$ cat src/rtl/player_pkg.sv
// player_pkg
// Shared widths, constants, bullet state type and a saturating counter
// helper for the Space Invaders player-side controller.
// No ports: compile-time definitions only.
package player_pkg;

  localparam int SHIP_X_W   = 5;
  localparam int BULLET_Y_W = 4;
  localparam int SCORE_W    = 8;

  // Row reported while no bullet is in flight (off-screen marker).
  localparam logic [BULLET_Y_W-1:0] BULLET_Y_IDLE = 4'd15;

  typedef enum logic [0:0] {
    IDLE = 1'b0,
    FLY  = 1'b1
  } bullet_state_e;

  // Increment that sticks at the all-ones value instead of wrapping.
  function automatic logic [SCORE_W-1:0] sat_inc(input logic [SCORE_W-1:0] value);
    if (value == {SCORE_W{1'b1}}) begin
      return value;
    end else begin
      return value + 8'd1;
    end
  endfunction

endpackage

$ cat src/rtl/edge_detector_debouncer.sv
// edge_detector_debouncer
// Synchronises one raw asynchronous push-button, filters contact bounce and
// emits a single-cycle pulse for every accepted press (filtered 0->1 edge).
// Ports:
//   clk    in  1  clock
//   rst_n  in  1  asynchronous active-low reset
//   raw    in  1  raw button level, active-high, asynchronous
//   pulse  out 1  registered one-cycle pulse per accepted press
module edge_detector_debouncer #(
  parameter int DEBOUNCE_CYCLES = 360000
) (
  input  logic clk,
  input  logic rst_n,
  input  logic raw,
  output logic pulse
);

  localparam int CNT_W = (DEBOUNCE_CYCLES > 2) ? $clog2(DEBOUNCE_CYCLES) : 1;
  localparam logic [CNT_W-1:0] CNT_LAST = CNT_W'(DEBOUNCE_CYCLES - 1);

  logic             sync_a_r;
  logic             sync_b_r;
  logic             level_r;
  logic             level_d_r;
  logic             pulse_r;
  logic [CNT_W-1:0] cnt_r;

  logic             level_next_s;
  logic [CNT_W-1:0] cnt_next_s;

  // Stability filter: the level follows the synchronised input only after
  // it has disagreed for DEBOUNCE_CYCLES consecutive cycles; any agreement
  // (a bounce back) restarts the count.
  always_comb begin
    level_next_s = level_r;
    cnt_next_s   = cnt_r;
    if (sync_b_r != level_r) begin
      if (cnt_r == CNT_LAST) begin
        level_next_s = sync_b_r;
        cnt_next_s   = '0;
      end else begin
        level_next_s = level_r;
        cnt_next_s   = cnt_r + 1'b1;
      end
    end else begin
      level_next_s = level_r;
      cnt_next_s   = '0;
    end
  end

  // Synchroniser, filter state and registered rising-edge pulse.
  always_ff @(posedge clk or negedge rst_n) begin
    if (!rst_n) begin
      sync_a_r  <= 1'b0;
      sync_b_r  <= 1'b0;
      level_r   <= 1'b0;
      level_d_r <= 1'b0;
      cnt_r     <= '0;
      pulse_r   <= 1'b0;
    end else begin
      sync_a_r  <= raw;
      sync_b_r  <= sync_a_r;
      level_r   <= level_next_s;
      level_d_r <= level_r;
      cnt_r     <= cnt_next_s;
      // Releases (1->0) never produce a pulse.
      pulse_r   <= level_r & ~level_d_r;
    end
  end

  assign pulse = pulse_r;

endmodule

$ cat src/rtl/player_ctrl.sv
// player_ctrl
// Player-side controller: debounces the four buttons, keeps the ship
// column, runs the single player bullet and counts invader hits.
// Ports:
//   i_clk_36MHz        in  1  clock
//   i_reset            in  1  asynchronous active-low reset
//   i_left/i_right     in  1  raw move buttons
//   i_start/i_shoot    in  1  raw start / fire buttons
//   i_enable           in  1  game running; gates motion and firing
//   i_hit              in  1  bullet struck an invader (one-cycle pulse)
//   i_clear_score      in  1  synchronous score clear
//   o_ship_x           out 5  ship column
//   o_start_debounced  out 1  one-cycle pulse per accepted start press
//   o_bullet_x         out 5  bullet column (follows ship while idle)
//   o_bullet_y         out 4  bullet row, 15 when idle
//   o_bullet_active    out 1  bullet in flight
//   o_score            out 8  saturating hit count
module player_ctrl
  import player_pkg::*;
#(
  parameter int DEBOUNCE_CYCLES    = 360000,
  parameter int BULLET_STEP_CYCLES = 1800000,
  parameter int SHIP_X_MAX         = 19,
  parameter int SHIP_X_RESET       = 9,
  parameter int BULLET_Y_START     = 14
) (
  input  logic                  i_clk_36MHz,
  input  logic                  i_reset,
  input  logic                  i_left,
  input  logic                  i_right,
  input  logic                  i_start,
  input  logic                  i_shoot,
  input  logic                  i_enable,
  input  logic                  i_hit,
  input  logic                  i_clear_score,
  output logic [SHIP_X_W-1:0]   o_ship_x,
  output logic                  o_start_debounced,
  output logic [SHIP_X_W-1:0]   o_bullet_x,
  output logic [BULLET_Y_W-1:0] o_bullet_y,
  output logic                  o_bullet_active,
  output logic [SCORE_W-1:0]    o_score
);

  localparam int STEP_W = (BULLET_STEP_CYCLES > 2) ? $clog2(BULLET_STEP_CYCLES) : 1;
  localparam logic [STEP_W-1:0]     STEP_LAST = STEP_W'(BULLET_STEP_CYCLES - 1);
  localparam logic [SHIP_X_W-1:0]   X_MAX     = SHIP_X_W'(SHIP_X_MAX);
  localparam logic [SHIP_X_W-1:0]   X_RESET   = SHIP_X_W'(SHIP_X_RESET);
  localparam logic [BULLET_Y_W-1:0] Y_START   = BULLET_Y_W'(BULLET_Y_START);

  logic left_p_s;
  logic right_p_s;
  logic start_p_s;
  logic shoot_p_s;

  logic [SHIP_X_W-1:0]   ship_x_r;
  logic [SHIP_X_W-1:0]   ship_x_next_s;
  bullet_state_e         state_r;
  bullet_state_e         state_next_s;
  logic [SHIP_X_W-1:0]   bullet_x_r;
  logic [SHIP_X_W-1:0]   bullet_x_next_s;
  logic [BULLET_Y_W-1:0] bullet_y_r;
  logic [BULLET_Y_W-1:0] bullet_y_next_s;
  logic [STEP_W-1:0]     step_cnt_r;
  logic [STEP_W-1:0]     step_cnt_next_s;
  logic [SCORE_W-1:0]    score_r;
  logic [SCORE_W-1:0]    score_next_s;

  edge_detector_debouncer #(.DEBOUNCE_CYCLES(DEBOUNCE_CYCLES)) u_db_left (
    .clk   (i_clk_36MHz),
    .rst_n (i_reset),
    .raw   (i_left),
    .pulse (left_p_s)
  );

  edge_detector_debouncer #(.DEBOUNCE_CYCLES(DEBOUNCE_CYCLES)) u_db_right (
    .clk   (i_clk_36MHz),
    .rst_n (i_reset),
    .raw   (i_right),
    .pulse (right_p_s)
  );

  edge_detector_debouncer #(.DEBOUNCE_CYCLES(DEBOUNCE_CYCLES)) u_db_start (
    .clk   (i_clk_36MHz),
    .rst_n (i_reset),
    .raw   (i_start),
    .pulse (start_p_s)
  );

  edge_detector_debouncer #(.DEBOUNCE_CYCLES(DEBOUNCE_CYCLES)) u_db_shoot (
    .clk   (i_clk_36MHz),
    .rst_n (i_reset),
    .raw   (i_shoot),
    .pulse (shoot_p_s)
  );

  // Ship column: one saturating step per accepted press; simultaneous
  // left and right cancel out.
  always_comb begin
    ship_x_next_s = ship_x_r;
    if (i_enable && left_p_s && !right_p_s) begin
      if (ship_x_r != '0) begin
        ship_x_next_s = ship_x_r - 1'b1;
      end else begin
        ship_x_next_s = ship_x_r;
      end
    end else if (i_enable && right_p_s && !left_p_s) begin
      if (ship_x_r < X_MAX) begin
        ship_x_next_s = ship_x_r + 1'b1;
      end else begin
        ship_x_next_s = ship_x_r;
      end
    end else begin
      ship_x_next_s = ship_x_r;
    end
  end

  // Bullet FSM. While idle the registered column follows the ship's next
  // column so both outputs stay equal cycle for cycle.
  always_comb begin
    state_next_s    = state_r;
    bullet_x_next_s = bullet_x_r;
    bullet_y_next_s = bullet_y_r;
    step_cnt_next_s = step_cnt_r;
    case (state_r)
      IDLE: begin
        if (shoot_p_s && i_enable) begin
          state_next_s    = FLY;
          bullet_x_next_s = ship_x_r;
          bullet_y_next_s = Y_START;
          step_cnt_next_s = '0;
        end else begin
          state_next_s    = IDLE;
          bullet_x_next_s = ship_x_next_s;
          bullet_y_next_s = BULLET_Y_IDLE;
          step_cnt_next_s = '0;
        end
      end
      FLY: begin
        if (i_hit) begin
          // A hit wins over a row advance in the same cycle.
          state_next_s    = IDLE;
          bullet_x_next_s = ship_x_next_s;
          bullet_y_next_s = BULLET_Y_IDLE;
          step_cnt_next_s = '0;
        end else if (step_cnt_r == STEP_LAST) begin
          step_cnt_next_s = '0;
          if (bullet_y_r != '0) begin
            state_next_s    = FLY;
            bullet_x_next_s = bullet_x_r;
            bullet_y_next_s = bullet_y_r - 1'b1;
          end else begin
            // Bullet left the top of the screen.
            state_next_s    = IDLE;
            bullet_x_next_s = ship_x_next_s;
            bullet_y_next_s = BULLET_Y_IDLE;
          end
        end else begin
          state_next_s    = FLY;
          bullet_x_next_s = bullet_x_r;
          bullet_y_next_s = bullet_y_r;
          step_cnt_next_s = step_cnt_r + 1'b1;
        end
      end
      default: begin
        state_next_s    = IDLE;
        bullet_x_next_s = ship_x_next_s;
        bullet_y_next_s = BULLET_Y_IDLE;
        step_cnt_next_s = '0;
      end
    endcase
  end

  // Score: clear beats a hit; hits only count while a bullet is flying.
  always_comb begin
    score_next_s = score_r;
    if (i_clear_score) begin
      score_next_s = '0;
    end else if (i_hit && (state_r == FLY)) begin
      score_next_s = sat_inc(score_r);
    end else begin
      score_next_s = score_r;
    end
  end

  // State registers for ship, bullet and score.
  always_ff @(posedge i_clk_36MHz or negedge i_reset) begin
    if (!i_reset) begin
      ship_x_r   <= X_RESET;
      state_r    <= IDLE;
      bullet_x_r <= X_RESET;
      bullet_y_r <= BULLET_Y_IDLE;
      step_cnt_r <= '0;
      score_r    <= '0;
    end else begin
      ship_x_r   <= ship_x_next_s;
      state_r    <= state_next_s;
      bullet_x_r <= bullet_x_next_s;
      bullet_y_r <= bullet_y_next_s;
      step_cnt_r <= step_cnt_next_s;
      score_r    <= score_next_s;
    end
  end

  assign o_ship_x          = ship_x_r;
  assign o_start_debounced = start_p_s;
  assign o_bullet_x        = bullet_x_r;
  assign o_bullet_y        = bullet_y_r;
  assign o_bullet_active   = (state_r == FLY);
  assign o_score           = score_r;

endmodule

$ cat config.mk
export PLATFORM = sky130hd
export DESIGN_NAME = player_ctrl
export DESIGN_NICKNAME = d
export VERILOG_FILES = /design/src/rtl/player_pkg.sv /design/src/rtl/edge_detector_debouncer.sv /design/src/rtl/player_ctrl.sv
export SDC_FILE = /design/constraint.sdc
export NUM_CORES = 1
export LEC_CHECK = 0
export ABC_AREA = 1
export CORE_ASPECT_RATIO = 0.9
export CORE_MARGIN = 2
export CORE_UTILIZATION = 60
export CTS_BUF_LIST = sky130_fd_sc_hd__clkbuf_4 sky130_fd_sc_hd__clkbuf_8
export DETAILED_ROUTE_END_ITERATION = 7
export GPL_TIMING_DRIVEN = 1
export HOLD_SLACK_MARGIN = 0.12
export MAX_ROUTING_LAYER = met4
export PLACE_DENSITY = 0.89
export SYNTH_ARGS = -nofsm -noshare
export SYNTH_HDL_FRONTEND = slang
export SYNTH_HIERARCHICAL = 1
export SYNTH_SLANG_ARGS = --single-unit
$ cat constraint.sdc
create_clock -name i_clk_36MHz -period 4 [get_ports i_clk_36MHz]
set_input_delay 1.2 -clock i_clk_36MHz [delete_from_list [all_inputs] [get_ports i_clk_36MHz]]
set_output_delay 1.2 -clock i_clk_36MHz [all_outputs]
set_load 0.02 [all_outputs]
==> Implementation_results.wiki, run 1 <==
{| class="wikitable"
! Metric !! Value
|-
| Run status || completed
|-
| Internal reg-to-reg setup slack || 2.05 ns
|-
| Worst reg2reg path depth || 8
|-
| Post-route fraction of the period consumed by the critical path || 0.723
|-
| Count of input and output buffers || 32
|-
| Peak supply drop || 0.242 mV
|-
| Final Critical Period || 2.89 ns
|-
| HPWL reported at the end of detailed placement || 10800 µm
|-
| Layout fillers || 936
|-
| Cell area after synthesis || 7710 µm²
|-
| Global routing usage summed across all routing layers || 0.245
|-
| Sum Neg Setup Slack || 0 ns
|-
| CORE AREA || 12600 µm²
|-
| Delay contributed by the slowest stage of the critical path || 0.63 ns
|-
| Worst slew margin relative to its limit || 0.431
|-
| Count of antenna-violating nets left after detailed routing || 0
|-
| Number of diodes || 0
|-
| Later-pin clock latency in the skew report || 0.46 ns
|-
| Maximum achievable frequency || 346 MHz
|-
| Post-layout instance count excluding filler cells || 1193
|-
| CP Data Arrival Time || 1.69 ns
|-
| Top-level I/O count || 33
|-
| Overall die height || 112 µm
|-
| Most used cells in the layout excluding fill and tap cells || nand2_1 (202), nor2_1 (161), dfrtp_1 (132)
|-
| CP Buf/Inv Count || 1
|-
| Synthesis Warnings || 6
|-
| Kind of launch point of the worst setup path || flop
|-
| Skew final || 0.0111 ns
|-
| Initial antenna violation count || 0
|-
| Worst min-delay path category || flop to flop
|-
| Nets in the synthesized netlist || 985
|-
| Leakage power || 3.69 nW
|-
| Minimum hold slack || 0.353 ns
|-
| Reg-to-Reg End || step_cnt_r[14]
|-
| Sink Count || 140
|-
| Seq cells post-synth || 140
|-
| Die width || 124 µm
|-
| TritonCTS Buffers || 17
|-
| Clock Root Buffer || clkbuf_8
|-
| Via count of the first global-routing pass || 5862
|-
| Worst Hold Endpoint || u_db_left/sync_b_r
|-
| Number of nets in the layout || 1034
|-
| Worst Tran Pin Value || 0.853 ns
|-
| Data required time at the worst endpoint || 2.80 ns
|-
| DR iter-0 viols || 551
|-
| Critical hold path startpoint || u_db_left/sync_a_r
|-
| Synthesized area divided by synthesized cell count || 7.98 µm²
|-
| Rows || 39
|-
| Post-CTS setup buffer count || 0
|-
| Worst Hold Depth || 0
|-
| Critical path start-end classification || flop to output port
|-
| Synth-to-Final Area Change || 12.4%
|-
| Die ar. || 13800 µm²
|-
| Post-CTS clock slew at the launch and capture registers of the worst setup and hold paths || 0.08 ns
|-
| Global-route wire length before repair || 26200 µm
|-
| Synthesized netlist cell count || 967
|-
| Worst-path cell chain || clkdlybuf4s50_1
|-
| Global placement routability congestion || 0.915
|-
| Bufs on Longest Clock Path || 2
|-
| Slowest stage cell, crit path || clkdlybuf4s50_1
|-
| Via Count || 6320
|-
| Cell type group with the largest total delay on the critical path || buffers and inverters
|-
| Portion of the post-synthesis area used by sequential elements || 0.455
|-
| Detailed Routing Iterations Pass 1 || 6
|-
| Wirelength per Cell || 12.6 µm
|-
| Type of element capturing the critical path || output port
|-
| Commonest non-fill, non-tap cell in the layout || nand2_1
|-
| Remaining global-route overflow || 0
|-
| TritonCTS clock tree || built
|-
| Largest fanout on the critical path || 7
|-
| Hold_buf cts || 0
|-
| RSZ-0062 raised after global routing || no
|-
| Number of unique standard cell types used by synthesis || 38
|-
| Effective utilization at floorplan || 0.610
|-
| Max-cap check violation count || 0
|-
| Final number of max-transition violations || 0
|-
| DRC violation count after routing || 0
|-
| Pwr/cell area || 318 nW/µm²
|-
| Post-CTS resize count || 0
|-
| End-of-flow core utilization || 0.686
|-
| Final setup vio count || 0
|-
| Cell Count Post-Placement || 1161
|-
| Reg-to-reg startpoint || step_cnt_r[0]
|-
| Routed via count divided by cell count || 5.30
|-
| Detailed Route WL || 15100 µm
|-
| H-Tree Depth || 4
|-
| Largest net degree at the start of global routing || 98
|-
| Share of cells above drive strength 1 || 0.165
|-
| Final hold violation count || 0
|}
==> report_power, final <==
| group | total, W | internal, W | leakage, nW | switching, W |
|---|---|---|---|---|
| registers | 0.00144 | 0.00143 | 1.88 | 0.0000122 |
| clock network | 0.00123 | 0.000671 | 0.208 | 0.000559 |
| logic | 0.0000871 | 0.0000254 | 1.60 | 0.0000617 |
==> sequential cells by signal, indices dropped and copies added, names as in the netlist, 4 cells and up <==
name              cells
o_bullet_x            5
o_bullet_y            4
o_score               8
o_ship_x              5
step_cnt_r           21
u_db_left/cnt_r      19
u_db_right/cnt_r     19
u_db_shoot/cnt_r     19
u_db_start/cnt_r     19
==> worst max path at each step <==
stage | startpoint | slack [ns] | cells past startpoint | to
2_1_floorplan | i_hit | 1.99 | 6 | o_bullet_y[3]
3_3_place_gp | i_enable | 1.39 | 10 | o_bullet_x[0]
3_5_place_dp | i_hit | 1.35 | 8 | step_cnt_r[2]
4_1_cts | o_ship_x[3] | 1.09 | 1 | o_ship_x[3]
5_1_grt | o_ship_x[0] | 1.03 | 1 | o_ship_x[0]
6_report | o_ship_x[0] | 1.11 | 1 | o_ship_x[0]
==> kinds of logic after synthesis <==
group | count (synthesis) | synth area share
simple gates | 578 | 0.363
flops | 140 | 0.455
buf+inv | 126 | 0.0636
compound gates | 77 | 0.0574
xor+xnor | 37 | 0.0459
fa+ha+maj | 9 | 0.0146
==> synthesized netlist by cell type <==
| library cell | instances | share of area |
|---|---|---|
| inv_1 | 110 | 0.054 |
| o21bai_1 | 8 | 0.0078 |
| nor3_1 | 9 | 0.0058 |
| a21oi_2 | 4 | 0.0045 |
| dfrtp_1 | 132 | 0.43 |
| o21ai_1 | 6 | 0.0039 |
| xor2_1 | 21 | 0.024 |
| nor3_4 | 1 | 0.0021 |
| clkbuf_1 | 1 | 0.00049 |
| nand3_4 | 5 | 0.011 |
| xor2_2 | 4 | 0.0084 |
| ha_1 | 9 | 0.015 |
| nand2_4 | 6 | 0.0088 |
| nand2_2 | 14 | 0.011 |
| inv_2 | 12 | 0.0058 |
| nand3_1 | 80 | 0.052 |
| o211ai_2 | 1 | 0.0016 |
| nor2_4 | 12 | 0.018 |
| nand4_1 | 15 | 0.012 |
| nor2_1 | 161 | 0.078 |
| o21ai_2 | 2 | 0.0023 |
| nand3b_1 | 3 | 0.0029 |
| nor3b_2 | 4 | 0.0065 |
| o211ai_1 | 1 | 0.00097 |
| buf_6 | 2 | 0.0029 |
| nor3_2 | 4 | 0.0052 |
| inv_4 | 1 | 0.00081 |
| nand2_1 | 202 | 0.098 |
| dfstp_2 | 8 | 0.027 |
| nor2_2 | 56 | 0.045 |
| or2_2 | 1 | 0.00081 |
| o21ai_0 | 28 | 0.018 |
| a21oi_1 | 25 | 0.016 |
| o31ai_1 | 2 | 0.0019 |
| nor3b_1 | 3 | 0.0029 |
| and3_2 | 1 | 0.00097 |
| nor4_1 | 1 | 0.00081 |
| xnor2_1 | 12 | 0.014 |
==> metal layers <==
layer	wire length, µm	global-route usage	vias up
met1	7130	0.332	2970
li1	-	-	3158
met2	6980	0.367	167
met4	199	0.0742	0
met3	768	0.0594	25
met5	0	-	-
==> area by class of cell <==
| type | instances | area [µm²] | share of cell area |
|---|---|---|---|
| Multi-Input combinational cell | 701 | 3710 | 0.428 |
| Clock buffer | 20 | 275 | 0.0317 |
| Tap cell | 164 | 205 | 0.0237 |
| Timing Repair Buffer | 33 | 342 | 0.0394 |
| Sequential cell | 140 | 3510 | 0.405 |
| Inverter | 123 | 464 | 0.0535 |
| Clock inverter | 12 | 160 | 0.0185 |
==> stage by stage <==
step                      worst slack (ns)  total power (W)  area [µm²]
after floorplan                       1.99          0.00151        7710
after global placement                1.39          0.00155        8240
after detailed placement              1.35          0.00156        8240
after CTS                             1.09          0.00279        8670
after global routing                  1.03          0.00287        8670
final                                 1.11          0.00276        8670
No activity file was read; power rests on OpenSTA's default activity.
==> run 2, diff against run 1 <==
==> constraint.sdc (replaced) <==
create_clock -name i_clk_36MHz -period 3 [get_ports i_clk_36MHz]
set_input_delay 0.9 -clock i_clk_36MHz [delete_from_list [all_inputs] [get_ports i_clk_36MHz]]
set_output_delay 0.9 -clock i_clk_36MHz [all_outputs]
set_load 0.02 [all_outputs]
==> Implementation_results.wiki, run 2 (synthesis results as in run 1) <==
{| class="wikitable"
! Metric !! Value
|-
| Largest fanout on the critical path || 7
|-
| Worst min-delay path category || flop to flop
|-
| TritonCTS Buffers || 17
|-
| Overall die height || 112 µm
|-
| Die width || 124 µm
|-
| Rows || 39
|-
| Max layer used || met4
|-
| Synth-to-Final Area Change || 11.7%
|-
| Remaining global-route overflow || 0
|-
| End-of-flow core utilization || 0.682
|-
| Switching power of the nets || 0.000815 W
|-
| Hold_buf cts || 0
|-
| Tot Pwr || 0.00350 W
|-
| CORE AREA || 12600 µm²
|-
| Worst-path cell chain || clkdlybuf4s50_1
|-
| Critical path start-end classification || flop to output port
|-
| Detailed Routing Iterations Pass 1 || 5
|-
| Delay contributed by the slowest stage of the critical path || 0.63 ns
|-
| Internal reg-to-reg setup slack || 1.05 ns
|-
| DR iter-0 viols || 511
|-
| RSZ-0062 raised after global routing || no
|-
| Critical hold path startpoint || u_db_right/sync_a_r
|-
| Final setup vio count || 0
|-
| Worst Tran Pin Value || 0.760 ns
|-
| Max-cap check violation count || 0
|-
| Kind of launch point of the worst setup path || flop
|-
| Count of input and output buffers || 32
|-
| DRC violation count after routing || 0
|-
| Initial antenna violation count || 0
|-
| Leakage power || 3.68 nW
|-
| Worst Hold Depth || 0
|-
| Worst slew margin relative to its limit || 0.489
|-
| Seq pwr share || 0.549
|-
| HPWL reported at the end of detailed placement || 11100 µm
|-
| Register bank with the most flops || step_cnt_r
|-
| Post-CTS setup buffer count || 0
|-
| H-Tree Depth || 4
|-
| Number of diodes || 0
|-
| Final Critical Period || 2.59 ns
|-
| Data required time at the worst endpoint || 2.10 ns
|-
| Pwr/cell area || 406 nW/µm²
|-
| Combinational share of power || 0.034
|-
| Largest net degree at the start of global routing || 56
|-
| Wirelength per Cell || 12.9 µm
|-
| Via Count || 6386
|-
| Bufs on Longest Clock Path || 2
|-
| Die ar. || 13800 µm²
|-
| Later-pin clock latency in the skew report || 0.46 ns
|-
| Peak supply drop || 0.358 mV
|-
| Number of flip-flops under the largest register name || 21
|-
| Routed via count divided by cell count || 5.34
|-
| Met2 wirelength from detailed routing || 7410 µm
|-
| Area of the multi-input gates || 3710 µm²
|-
| Final hold violation count || 0
|-
| Clock group share of total power || 0.416
|-
| CP Data Arrival Time || 1.69 ns
|-
| CP Buf/Inv Count || 1
|-
| Fraction of power spent switching nets || 0.233
|-
| Count of antenna-violating nets left after detailed routing || 0
|-
| M1 WL || 7020 µm
|-
| TritonCTS clock tree || built
|-
| Run status || completed
|-
| Top-level I/O count || 33
|-
| Number of nets in the layout || 1037
|-
| Sum Neg Setup Slack || 0 ns
|-
| Global placement routability congestion || 0.932
|-
| Worst Hold Endpoint || u_db_right/sync_b_r
|-
| Reg area || 3510 µm²
|-
| Final number of max-transition violations || 0
|-
| Sink Count || 140
|-
| Type of element capturing the critical path || output port
|-
| Global-route wire length before repair || 27000 µm
|-
| Post-route fraction of the period consumed by the critical path || 0.862
|-
| Effective utilization at floorplan || 0.610
|-
| Commonest non-fill, non-tap cell in the layout || nand2_1
|-
| Cell internal pwr || 0.00268 W
|-
| Slowest stage cell, crit path || clkdlybuf4s50_1
|-
| Skew final || 0.0123 ns
|-
| Reg-to-reg startpoint || step_cnt_r[0]
|-
| Reg-to-Reg End || o_bullet_x[0]
|-
| Cell type group with the largest total delay on the critical path || buffers and inverters
|-
| Post-CTS resize count || 0
|-
| Most used cells in the layout excluding fill and tap cells || nand2_1 (202), nor2_1 (161), dfrtp_1 (132)
|-
| Worst reg2reg path depth || 9
|-
| Share of cells above drive strength 1 || 0.168
|-
| Global routing usage summed across all routing layers || 0.251
|-
| Post-CTS clock slew at the launch and capture registers of the worst setup and hold paths || 0.07 ns
|-
| Wire length on met3 || 764 µm
|-
| Via count of the first global-routing pass || 6185
|-
| Maximum achievable frequency || 387 MHz
|-
| Clock Root Buffer || clkbuf_8
|-
| Layout fillers || 988
|-
| Detailed Route WL || 15400 µm
|}
==> run 2: cell count changes in the layout (fill, tap and decap cells not counted) <==
cell | before | now
clkinv_2 | 1 | 7
clkbuf_8 | 20 | 17
inv_6 | 3 | 0
clkbuf_4 | 0 | 2
clkinvlp_4 | 4 | 3
bufinv_16 | 3 | 2
buf_4 | 0 | 4
buf_12 | 1 | 0
==> run 2: per-layer routing <==
layer  vias up  GRT usage
met5         -          -
met1      3017      0.322
met2       170      0.392
met3        27     0.0635
li1       3172          -
met4         0     0.0795
==> run 2: final cells by class <==
class,count,share of cell area
inverters,123,0.0538
well taps,164,0.0238
repair buffers,36,0.0408
multi-input cells,701,0.430
clock buffers,19,0.0289
clock inverters,13,0.0147
flip-flops and latches,140,0.408
==> run 2: worst max-delay path by stage <==
stage / from / end / cells past startpoint
after floorplan: i_hit / o_bullet_y[3] / 6
after global placement: i_enable / o_bullet_x[3] / 10
after detailed placement: i_hit / o_bullet_x[0] / 9
after CTS: o_ship_x[0] / o_ship_x[0] / 1
after global routing: o_ship_x[0] / o_ship_x[0] / 1
final: o_ship_x[0] / o_ship_x[0] / 1
==> run 2: stage by stage <==
step | hold WS, ns | std cells | cell area (µm²) | setup slack [ns]
global route | 0.367 | 1196 | 8620 | 0.351
finish | 0.355 | 1196 | 8620 | 0.414
CTS | 0.358 | 1196 | 8620 | 0.399
detailed placement | 0.340 | 1164 | 8250 | 0.641
global placement | 0.333 | 1164 | 8250 | 0.714
floorplan | 0.331 | 967 | 7710 | 1.29
==> run 2: power groups by stage <==
stage / clock [W] / combinational, W / sequential, W
3_5_place_dp: 0 / 0.000121 / 0.00196
3_3_place_gp: 0 / 0.000119 / 0.00196
2_1_floorplan: 0 / 0.0000555 / 0.00195
6_report: 0.00146 / 0.000120 / 0.00192
4_1_cts: 0.00149 / 0.000124 / 0.00192
5_1_grt: 0.00157 / 0.000138 / 0.00192
